`src/rtl/unified_mem_arbiter.sv`:
```
// Single-port memory arbiter shared by an instruction-fetch and a data requester.
// Data wins contention until an instruction fetch has waited STARVE_MAX data grants.
module unified_mem_arbiter #(
    parameter int STARVE_MAX = 4
) (
    input  logic        clk,
    input  logic        reset,
    input  logic        i_req,
    input  logic [31:0] i_addr,
    output logic        i_gnt,
    output logic        i_rvalid,
    output logic [31:0] i_rdata,
    input  logic        d_req,
    input  logic [31:0] d_addr,
    input  logic [3:0]  d_we,
    input  logic [31:0] d_wdata,
    output logic        d_gnt,
    output logic        d_rvalid,
    output logic [31:0] d_rdata,
    output logic        m_en,
    output logic [31:0] m_addr,
    output logic [3:0]  m_we,
    output logic [31:0] m_wdata,
    input  logic [31:0] m_rdata
);

    localparam int SW = $clog2(STARVE_MAX + 1);
    localparam logic [SW-1:0] STREAK_MAX = SW'(STARVE_MAX);

    typedef enum logic [1:0] {
        R_NONE = 2'd0,
        R_I    = 2'd1,
        R_D    = 2'd2
    } resp_state_t;

    resp_state_t   resp_state_r;
    resp_state_t   resp_state_s;
    logic [SW-1:0] streak_r;
    logic [SW-1:0] streak_s;
    logic          i_gnt_s;
    logic          d_gnt_s;

    // Grant selection; grants are forced low while reset is held so memory stays idle.
    always_comb begin
        i_gnt_s = 1'b0;
        d_gnt_s = 1'b0;
        if (!reset) begin
            i_gnt_s = 1'b0;
            d_gnt_s = 1'b0;
        end else if (i_req && (!d_req || (streak_r == STREAK_MAX))) begin
            i_gnt_s = 1'b1;
        end else if (d_req) begin
            d_gnt_s = 1'b1;
        end else begin
            i_gnt_s = 1'b0;
            d_gnt_s = 1'b0;
        end
    end

    // Memory-side mux from the granted requester; idle bus is all zeros.
    always_comb begin
        m_addr  = 32'h0000_0000;
        m_we    = 4'b0000;
        m_wdata = 32'h0000_0000;
        case ({i_gnt_s, d_gnt_s})
            2'b10: begin
                m_addr  = {i_addr[31:2], 2'b00};
                m_we    = 4'b0000;
                m_wdata = 32'h0000_0000;
            end
            2'b01: begin
                m_addr  = {d_addr[31:2], 2'b00};
                m_we    = d_we;
                m_wdata = d_wdata;
            end
            default: begin
                m_addr  = 32'h0000_0000;
                m_we    = 4'b0000;
                m_wdata = 32'h0000_0000;
            end
        endcase
    end

    // Streak counts data wins over a waiting fetch; it only survives while the fetch keeps waiting.
    always_comb begin
        streak_s = streak_r;
        if (!i_req || i_gnt_s) begin
            streak_s = {SW{1'b0}};
        end else if (d_gnt_s && (streak_r != STREAK_MAX)) begin
            streak_s = streak_r + SW'(1);
        end else begin
            streak_s = streak_r;
        end
    end

    // Next response state: which requester owns next cycle's m_rdata.
    always_comb begin
        resp_state_s = R_NONE;
        if (i_gnt_s) begin
            resp_state_s = R_I;
        end else if (d_gnt_s && (d_we == 4'b0000)) begin
            resp_state_s = R_D;
        end else begin
            resp_state_s = R_NONE;
        end
    end

    // State registers; reset drops any pending response.
    always_ff @(posedge clk or negedge reset) begin
        if (!reset) begin
            resp_state_r <= R_NONE;
            streak_r     <= {SW{1'b0}};
        end else begin
            resp_state_r <= resp_state_s;
            streak_r     <= streak_s;
        end
    end

    // Read data is steered straight from memory to the owner of the pending response.
    always_comb begin
        i_rvalid = 1'b0;
        i_rdata  = 32'h0000_0000;
        d_rvalid = 1'b0;
        d_rdata  = 32'h0000_0000;
        case (resp_state_r)
            R_I: begin
                i_rvalid = 1'b1;
                i_rdata  = m_rdata;
            end
            R_D: begin
                d_rvalid = 1'b1;
                d_rdata  = m_rdata;
            end
            default: begin
                i_rvalid = 1'b0;
                d_rvalid = 1'b0;
            end
        endcase
    end

    assign i_gnt = i_gnt_s;
    assign d_gnt = d_gnt_s;
    assign m_en  = i_gnt_s | d_gnt_s;

endmodule

```
`config.mk`:
```
export PLATFORM = sky130hd
export DESIGN_NAME = unified_mem_arbiter
export DESIGN_NICKNAME = d
export VERILOG_FILES = /design/src/rtl/unified_mem_arbiter.sv
export SDC_FILE = /design/constraint.sdc
export NUM_CORES = 1
export LEC_CHECK = 0
export CAP_MARGIN = 25
export CORE_AREA = 4 4 103 105
export DETAILED_ROUTE_END_ITERATION = 6
export DIE_AREA = 0 0 107 109
export SLEW_MARGIN = 5
export SYNTH_ARGS = -nofsm -noshare
export SYNTH_HDL_FRONTEND = slang
export SYNTH_SLANG_ARGS = --single-unit
```
`constraint.sdc`:
```
create_clock -name clk -period 2.2 [get_ports clk]
set_input_delay 0.33 -clock clk [delete_from_list [all_inputs] [get_ports clk]]
set_output_delay 0.33 -clock clk [all_outputs]
set_load 0.05 [all_outputs]
```
==> run metrics, run 1 <==
leak pwr=2.55 nW; Final HPWL DP=9.52 mm; Final WS setup=-0.174 ns; H-tree depth=1; EDFF count, synth=0; synthesized area per cell=6.49 um^2; crit start category=register; Critical Path Max Stage Delay=0.38 ns; min Tclk post-route=2.37 ns; Longest Clk Path Bufs=2; Starting Density=14.7%; die height=109 um; hold buffer count at cts=0; fin nets=645; reg-to-reg slack, setup=0.78 ns; top post-synthesis cells by area=and2_1, a22oi_1, dfrtp_1; Vias/cell=4.17; commonest non-fill, non-tap cell in the layout=buf_12; worst clock skew=0.000951 ns; initial antenna violation count=0; initial DRC count=68; slowest cell on the critical path=dfrtp_1; failing checks=negative setup slack; DIE AREA=0.0117 mm^2; Fillers=741; worst reg2reg path depth=8; Tcrit/Tclk final=108%; commonest cells after routing, fill and taps aside=buf_12, clkdlybuf4s50_1, and2_1; cells after synthesis=218; first-pass GRT wire length=15.7 mm; Vias=2,651; CTS sink cnt=5; Worst-path clk slew=0.04 ns; CP endpoint kind=output pin; final RePlAce weighted congestion=0.751; worst vdd ir=0.000131 V; RSZ-0062 raised after global routing=true; CTS buffer count=3; PD cells=218 mW/mm^2; crit-path max FO=7; Peak Freq=0.421 GHz; grt ovf=0; reg-to-reg endpoint=resp_state_r[0]; Mapped Area=0.00142 mm^2; Worst EP required=1.87 ns; Clock Latency Late Sink=0.22 ns; Rows=36; Port Buffers=266; dominant synthesized flop cell=dfrtp_1; share of Yosys cell area claimed by the top area cell type=43.8%; Die Width=107 um; Final Max Tran Viols=0; Final Hold Fails=0; routed wire length=11.4 mm; status=finished with violations; leading area contributor after synthesis=and2_1; Tot Pwr=1.44 mW; CTS tree=done; critical path cell sequence=inv_2, ha_4, nand3_2, nor2b_4, buf_6, ha_4, buf_12, a22oi_2, nor2_4, buf_12; endpoints failing setup=57; total negative slack=-6.79 ns; WL per Instance=17.9 um; Seq cells post-synth=5; First-pass DRT Iterations=4; Layout Area Growth over Synthesis=366%; FFs w/ async S/R, synth=100%; pin count of the biggest net entering global routing=34; crit path kind=register to output pin; R2R Path Start=streak_r[0]; Hold/Removal Path Class=input port to asynchronous set/reset pin; All-Layer GR Usage=17.6%; share of the yosys chip area belonging to registers=8.84%; Cell variety after synth=27; max-cap violation count=0; Core Box Area=0.00964 mm^2; fraction of layout cells with a size suffix above 1=55.7%; Ant. Diodes=0; clock root buffer=clkbuf_8; Top Ports=273; detailed-route DRC error count=0; vias in the first global route=2,824; ANT nets after route=0; Synth warnings=0; CP arrival=2.04 ns
-- worst max-delay path, delay by kind of cell, from the launching register on --
family	cells	cell delay [ns]
flops	1	0.38
buf+inv	4	0.51
compound gates	1	0.28
fa+ha+maj	2	0.36
simple gates	3	0.27
-- metal layers --
layer,vias up,part of all wire [%],track usage [%]
li1,1282,-,-
met1,1194,32,16.8
met2,162,57,36.3
met3,13,9.4,4.80
met4,0,1.9,4.84
met5,-,0,0
-- repair_timing --
action                                  in CTS  in global routing
pin swaps                                   22                 33
endpoints found under the setup margin      66                 66
cloned                                       4                  3
resized for setup                           61                  9
buffers inserted                             4                  1
-- flip-flops by register name, indices dropped and copies added (netlist names) --
signal        count
resp_state_r      2
streak_r          3
-- layout make-up --
type	count	area, um^2	share of cell area, %
repair buffers	301	4540	68.8
well taps	133	166	2.52
multi-input cells	188	1700	25.8
inverters	5	18.8	0.285
flip-flops and latches	5	125	1.90
clock buffers	4	45.0	0.683
-- power by group --
group	total (mW)	switching [mW]	internal (mW)
combinational	1.17	0.531	0.641
clock	0.172	0.0470	0.125
sequential	0.0962	0.00133	0.0948
-- worst max-delay path by stage --
| stage | to | start | slack [ns] | depth (start not counted) |
|---|---|---|---|---|
| 5_1_grt | m_addr[11] | streak_r[0] | -0.24 | 10 |
| 3_3_place_gp | m_addr[30] | i_req | -0.19 | 9 |
| 2_1_floorplan | m_addr[12] | streak_r[0] | -0.02 | 9 |
| 3_5_place_dp | m_addr[20] | i_req | -0.20 | 9 |
| 6_report | m_addr[11] | streak_r[0] | -0.17 | 10 |
| 4_1_cts | m_addr[22] | streak_r[0] | -0.15 | 10 |
-- synth_stat cells (2+ instances only) --
library cell and number:
nor2_1 31, nor3b_1 2, nand3_1 2, dfrtp_1 5, inv_1 4, and2b_1 2
buf_2 10, ha_1 5, and2_1 99, buf_4 3, a22oi_1 30, clkbuf_1 5
clkbuf_2 3, nand2_1 4
-- stage by stage --
step,hold slack (ns),setup slack (ns),instance area (um^2),utilization (%),cells
after floorplan,0.0344,-0.0235,1800,-,219
after global placement,0.572,-0.188,6110,63.4,620
after detailed placement,0.585,-0.199,6110,63.4,620
after CTS,0.254,-0.154,6490,67.3,632
after global routing,0.329,-0.239,6590,68.4,636
final,0.301,-0.174,6590,68.4,636
-- logic make-up (layout without fill, tap and decap cells) --
| family | Yosys count | count (layout) | share of synthesized area [%] |
|---|---|---|---|
| fa+ha+maj | 5 | 5 | 4.42 |
| buf+inv | 26 | 310 | 8.84 |
| other cells | 1 | 2 | 0.265 |
| flops | 5 | 5 | 8.84 |
| simple gates | 147 | 147 | 59.8 |
| compound gates | 34 | 34 | 17.9 |
No activity file was read; power rests on OpenSTA's default activity.
==> run 2: changes to the inputs <==
Settings changed: CTS_CLUSTER_SIZE from default to 20.
==> results of run 2 <==
The final DEF is identical to that of run 1; final timing and power are the same.
==> run 3: changes to the inputs <==
Settings changed: GPL_ROUTABILITY_DRIVEN from default to 0.
==> results of run 3 <==
The final DEF is identical to that of run 1; final timing and power are the same.
